**src/rtl/kabeta_io_pkg.sv**
```systemverilog
// Shared Kabeta I/O definitions: key debouncer state encodings and default
// debounce / auto-repeat constants.
package kabeta_io_pkg;

    typedef enum logic [1:0] {
        KEY_RELEASED     = 2'd0,
        KEY_PRESS_WAIT   = 2'd1,
        KEY_PRESSED      = 2'd2,
        KEY_RELEASE_WAIT = 2'd3
    } key_state_e;

    localparam int   DEF_CNT_WIDTH     = 20;
    localparam int   DEF_STABLE_CYCLES = 500000;
    localparam logic DEF_ACTIVE_LEVEL  = 1'b0;
    localparam int   DEF_REPEAT_DELAY  = 25000000;
    localparam int   DEF_REPEAT_PERIOD = 5000000;

endpackage

```
**src/rtl/key_repeat_timer.sv**
```systemverilog
// Auto-repeat timer for one debounced key. A down-counter armed with the
// first-repeat delay; each time it reaches zero while the key is held it
// requests a press pulse and reloads with the repeat period. While the key
// is bouncing towards release the count is frozen, otherwise it re-arms.
module key_repeat_timer import kabeta_io_pkg::*; #(
    parameter int REPEAT_DELAY  = DEF_REPEAT_DELAY,
    parameter int REPEAT_PERIOD = DEF_REPEAT_PERIOD
) (
    input  logic clk,
    input  logic rst_n,
    input  logic run,
    input  logic hold,
    output logic fire
);

    localparam int RPT_MAX = (REPEAT_DELAY > REPEAT_PERIOD) ? REPEAT_DELAY : REPEAT_PERIOD;
    localparam int RPT_W   = $clog2(RPT_MAX + 1);

    logic [RPT_W-1:0] rem_q, rem_d;

    // Terminal-count decode and reload of the remaining-cycles counter.
    always_comb begin
        rem_d = rem_q;
        fire  = 1'b0;
        if (run) begin
            if (rem_q == '0) begin
                fire  = 1'b1;
                rem_d = RPT_W'(REPEAT_PERIOD - 1);
            end else begin
                rem_d = rem_q - RPT_W'(1);
            end
        end else if (!hold) begin
            rem_d = RPT_W'(REPEAT_DELAY - 1);
        end
    end

    // Remaining-cycles register, re-armed to the first delay on reset.
    always_ff @(posedge clk or negedge rst_n) begin
        if (!rst_n) begin
            rem_q <= RPT_W'(REPEAT_DELAY - 1);
        end else begin
            rem_q <= rem_d;
        end
    end

endmodule

```
**src/rtl/key_debouncer.sv**
```systemverilog
// Single-key debouncer: registered debounced level plus one-cycle press and
// release pulses. A new level is accepted after STABLE_CYCLES+1 consecutive
// samples. Optional auto-repeat of the press pulse is built when
// KEY_DEBOUNCE_AUTO_REPEAT_EN is defined.
//
// state            | meaning
// -----------------+-----------------------------------------------
// KEY_RELEASED     | key settled released, KeyLevel = 0
// KEY_PRESS_WAIT   | pressed level seen, counting stable samples
// KEY_PRESSED      | key settled pressed, KeyLevel = 1
// KEY_RELEASE_WAIT | released level seen, counting stable samples
module key_debouncer import kabeta_io_pkg::*; #(
    parameter int   CNT_WIDTH     = DEF_CNT_WIDTH,
    parameter int   STABLE_CYCLES = DEF_STABLE_CYCLES,
    parameter logic ACTIVE_LEVEL  = DEF_ACTIVE_LEVEL,
    parameter int   REPEAT_DELAY  = DEF_REPEAT_DELAY,
    parameter int   REPEAT_PERIOD = DEF_REPEAT_PERIOD
) (
    input  logic Clock,
    input  logic Reset,
    input  logic KeyIn,
    output logic KeyLevel,
    output logic KeyPress,
    output logic KeyRelease
);

    localparam logic [CNT_WIDTH-1:0] CNT_TC = CNT_WIDTH'(STABLE_CYCLES);

    key_state_e           state_q, state_d;
    logic [CNT_WIDTH-1:0] count_q, count_d;
    logic                 level_q, level_d;
    logic                 press_q, press_d;
    logic                 release_q, release_d;
    logic                 pressed;
    logic                 rpt_fire;

    assign pressed = (KeyIn == ACTIVE_LEVEL);

`ifdef KEY_DEBOUNCE_AUTO_REPEAT_EN
    key_repeat_timer #(
        .REPEAT_DELAY  (REPEAT_DELAY),
        .REPEAT_PERIOD (REPEAT_PERIOD)
    ) u_repeat (
        .clk   (Clock),
        .rst_n (Reset),
        .run   (state_q == KEY_PRESSED),
        .hold  (state_q == KEY_RELEASE_WAIT),
        .fire  (rpt_fire)
    );
`else
    // Repeat parameters have no function without auto-repeat; keep them referenced.
    logic unused_rpt_cfg;
    assign unused_rpt_cfg = (REPEAT_DELAY > 0) ^ (REPEAT_PERIOD > 0);
    assign rpt_fire       = 1'b0;
`endif

    // Next-state, stability counter and pulse decode.
    always_comb begin
        state_d   = state_q;
        count_d   = count_q;
        level_d   = level_q;
        press_d   = 1'b0;
        release_d = 1'b0;
        case (state_q)
            KEY_RELEASED: begin
                level_d = 1'b0;
                if (pressed) begin
                    state_d = KEY_PRESS_WAIT;
                    count_d = CNT_WIDTH'(1);
                end else begin
                    count_d = '0;
                end
            end
            KEY_PRESS_WAIT: begin
                if (!pressed) begin
                    state_d = KEY_RELEASED;
                    count_d = '0;
                end else if (count_q == CNT_TC) begin
                    state_d = KEY_PRESSED;
                    count_d = '0;
                    level_d = 1'b1;
                    press_d = 1'b1;
                end else begin
                    count_d = count_q + CNT_WIDTH'(1);
                end
            end
            KEY_PRESSED: begin
                level_d = 1'b1;
                press_d = rpt_fire;
                if (!pressed) begin
                    state_d = KEY_RELEASE_WAIT;
                    count_d = CNT_WIDTH'(1);
                end else begin
                    count_d = '0;
                end
            end
            KEY_RELEASE_WAIT: begin
                if (pressed) begin
                    state_d = KEY_PRESSED;
                    count_d = '0;
                end else if (count_q == CNT_TC) begin
                    state_d   = KEY_RELEASED;
                    count_d   = '0;
                    level_d   = 1'b0;
                    release_d = 1'b1;
                end else begin
                    count_d = count_q + CNT_WIDTH'(1);
                end
            end
            default: begin
                state_d = KEY_RELEASED;
                count_d = '0;
                level_d = 1'b0;
            end
        endcase
    end

    // State, counter and registered outputs; reset clears any pulse in flight.
    always_ff @(posedge Clock or negedge Reset) begin
        if (!Reset) begin
            state_q   <= KEY_RELEASED;
            count_q   <= '0;
            level_q   <= 1'b0;
            press_q   <= 1'b0;
            release_q <= 1'b0;
        end else begin
            state_q   <= state_d;
            count_q   <= count_d;
            level_q   <= level_d;
            press_q   <= press_d;
            release_q <= release_d;
        end
    end

    assign KeyLevel   = level_q;
    assign KeyPress   = press_q;
    assign KeyRelease = release_q;

endmodule

```
**config.mk**
```make
export PLATFORM = sky130hd
export DESIGN_NAME = key_debouncer
export DESIGN_NICKNAME = d
export VERILOG_FILES = /design/src/rtl/kabeta_io_pkg.sv /design/src/rtl/key_repeat_timer.sv /design/src/rtl/key_debouncer.sv
export SDC_FILE = /design/constraint.sdc
export NUM_CORES = 1
export LEC_CHECK = 0
export ABC_AREA = 1
export CORE_UTILIZATION = 60
export CTS_BUF_LIST = sky130_fd_sc_hd__clkbuf_2 sky130_fd_sc_hd__clkbuf_4 sky130_fd_sc_hd__clkbuf_8
export CTS_CLUSTER_SIZE = 20
export DETAILED_ROUTE_END_ITERATION = 7
export PLACE_DENSITY = 0.87
export SYNTH_ARGS = -nofsm -noshare
export SYNTH_HDL_FRONTEND = slang
export SYNTH_SLANG_ARGS = --single-unit
```
**constraint.sdc**
```tcl
create_clock -name Clock -period 2.1 [get_ports Clock]
set_input_delay 0.21 -clock Clock [delete_from_list [all_inputs] [get_ports Clock]]
set_output_delay 0.21 -clock Clock [all_outputs]
set_load 0.01 [all_outputs]
```
==> flow_summary.yaml <==
detailed_routing:
  drt_pass1_iterations: 4
  via_per_inst: 5.34
  drc: 0
  postRouteAntennaNets: 0
  routed_wirelength_mm: 3.16
  drtIter0Drc: 38
  num_vias: 1341
  wl_per_cell_um: 12.6
worst_setup_path:
  crit_buf_inv: 3
  crit_top_cell: "nor2_1"
  r2r_end: "count_q[11]"
  crit_chain: "inv_1, ha_1, inv_1, nor2_1, nand2_1, nor2_1, nand3_2, nand3_4, inv_2, nand2_1, nor2_1"
  slowest_stage: "dfrtp_1"
  reg2reg_depth: 11
  critical_path_class: "reg2reg"
  r2r-start: "count_q[0]"
  worstPathArrival_ns: 1.92
  max_stage_delay_ns: 0.45
  cp-end-kind: "register"
  cpLargestDelayFamily: "simple AND/OR/NAND/NOR gates"
  crit_fanout: 17
  critPathRequiredTime_ns: 2.31
  cp-start-kind: "register"
  reg2reg_slack_ns: 0.39
place:
  io_buffers: 5
  place.detailed.hpwl_mm: 2.41
  gp_congestion: 0.903
finish:
  nets: 232
  seq_area_um2: 626
  utilization_pct: 68.1
  layout-drive-gt1-share_pct: 11.3
  area_delta_synth_final_pct: 6.67
  diodes: 0
  n_fill_cell: 210
  multiInputGateArea_um2: 857
clock_network:
  cts_buffer_depth: 2
  postCtsSetupBuffers: 0
  root_buffer: "clkbuf_4"
  clkLatencyLatePin_ns: 0.32
  cts_tree: "done"
  postCtsHoldBufs: 0
  htree_levels: 1
  ctsResizeCount: 0
  cts_buffers: 3
  cts.sink_count: 25
  clk_pin_slew_worst_paths_ns: 0.13
yosys:
  synth_mux_area_share_pct: 0.627
  synth_top_family_by_area: "simple AND/OR/NAND/NOR gates"
  synth-simple-area-share_pct: 39.5
  synth_cells: 213
  synth_area_mm2: 0.00160
  ys_warn_count: 0
  synth_xor_xnor_area_share_pct: 4.94
  synth.avg_cell_area_um2: 7.49
  synth_nets: 223
  synth_fa_ha_area_share_pct: 5.49
  synth-seq-cells: 25
  synth_compound_area_share_pct: 3.22
  synth_seq_area_share_pct: 39.2
  post_synth_num_cell_types: 27
timing:
  tightest_slew_ns: 0.304
  rsz0062_at_grt: "no"
  max_freq_mhz: 585
  hold_viol_final: 0
  maxSlewViolCount: 0
  fin_worst_skew_ns: 0.00221
  finalSetupViolations: 0
  setup_tns_ns: 0
  whs_ns: 0.228
  finalCriticalPeriod_ns: 1.71
  period_share_pct: 81.4
  max_slew_margin_pct: 79.4
floorplan:
  core_area_mm2: 0.00250
  die_w_um: 53.6
  die_h_um: 53.6
  dieArea_mm2: 0.00287
  start_util_pct: 63.8
  ios: 6
  placement_rows: 18
power:
  powerDensity_mw_per_mm2: 722
  p_leak_nw: 0.734
  ir_drop_uv: 760
global_routing:
  grt_pass1_wl_mm: 5.13
  antenna_found_initial: 0
  grt_util_all_layers_pct: 24.9
  grt_pass1_vias: 1234
  grt_max_degree: 26
  grt_overflow_total: 0
flow_run:
  maxCapViolCount: 0
hold_path:
  hp-class: "in2async"
status:
  status: "completed"
[synth_stat cells]
cell	n	area share (%)
a21oi_1	3	0.94
o21ai_1	2	0.63
buf_4	1	0.47
nor3_1	8	2.5
nand3_2	4	2.5
a31o_2	1	0.55
nor4b_1	1	0.55
inv_1	22	5.2
ha_1	7	5.5
inv_2	3	0.71
nand2_2	1	0.39
nand2_1	51	12
mux2i_1	1	0.63
nor3_2	2	1.3
a31oi_1	2	0.78
dfrtp_1	25	39
nand4_1	3	1.2
nand3_1	10	3.1
nor3b_1	1	0.47
buf_6	1	0.71
nor2_1	45	11
xnor2_1	2	1.1
xor2_1	7	3.8
nor2_2	6	2.4
o21ai_0	1	0.31
nor2_4	2	1.4
nand3_4	1	1.1
[through the flow]
step	worst slack, ns	power, mW	cell area (um2)	cells
after CTS	0.392	1.24	1700	251
after global routing	0.251	1.32	1700	251
after floorplan	0.598	0.912	1600	213
after detailed placement	0.417	1.01	1670	247
final	0.391	1.23	1700	251
after global placement	0.486	0.991	1670	247
[kinds of logic after synthesis]
family          Yosys count
mux                       1
fa+ha+maj                 7
flops                    25
xor+xnor                  9
compound gates            9
buf+inv                  27
simple gates            135
[cell type report]
type,count,share of cell area [%]
multi-input cells,161,50.4
flip-flops and latches,25,36.8
inverters,25,5.51
repair buffers,6,3.38
well taps,30,2.21
clock buffers,4,1.76
[placed cells by master (no fill, tap or decap)]
| master | netlist | routed |
|---|---|---|
| ha_1 | 7 | 7 |
| nand4_1 | 3 | 3 |
| nand3_2 | 4 | 4 |
| nor2_1 | 45 | 45 |
| dfrtp_1 | 25 | 25 |
| a31o_2 | 1 | 1 |
| nand3_4 | 1 | 1 |
| nand3_1 | 10 | 10 |
| xor2_1 | 7 | 7 |
| a31oi_1 | 2 | 2 |
| buf_4 | 1 | 1 |
| nor2_2 | 6 | 6 |
| inv_2 | 3 | 3 |
| clkdlybuf4s50_1 | 0 | 5 |
| xnor2_1 | 2 | 2 |
| o21ai_1 | 2 | 2 |
| o21ai_0 | 1 | 1 |
| a21oi_1 | 3 | 3 |
| inv_1 | 22 | 22 |
| nor2_4 | 2 | 2 |
| nand2_2 | 1 | 1 |
| nor3_1 | 8 | 8 |
| mux2i_1 | 1 | 1 |
| nand2_1 | 51 | 51 |
| nor4b_1 | 1 | 1 |
| nor3_2 | 2 | 2 |
| nor3b_1 | 1 | 1 |
| clkbuf_4 | 0 | 4 |
[worst max path at each step]
stage          startpoint     endpoint  slack [ns]  cells past startpoint
2_1_floorplan  count_q[0]  count_q[10]        0.60                     10
3_3_place_gp   count_q[0]  count_q[11]        0.49                     11
3_5_place_dp   count_q[0]  count_q[11]        0.42                     11
4_1_cts        count_q[0]  count_q[11]        0.39                     11
5_1_grt        count_q[0]  count_q[11]        0.25                     11
6_report       count_q[0]  count_q[11]        0.39                     11
[power breakdown]
part	internal [mW]	total, mW	switching, mW
Clock	0.0873	0.227	0.139
Sequential	0.528	0.580	0.0528
Combinational	0.156	0.421	0.266
[registers in the layout, indices dropped and copies added, names as in the netlist, named ones only]
signal	cells
KeyPress	1
KeyLevel	1
state_q	1
count_q	20
KeyRelease	1
[routing by layer]
metal	vias to the layer above	track usage (%)	routed length, um
met4	0	9.65	46
met1	618	30.2	1430
met3	6	2.82	114
met5	-	0	0
met2	30	44.8	1560
li1	687	-	-
Note: power is estimated with default switching activity, not from simulation.
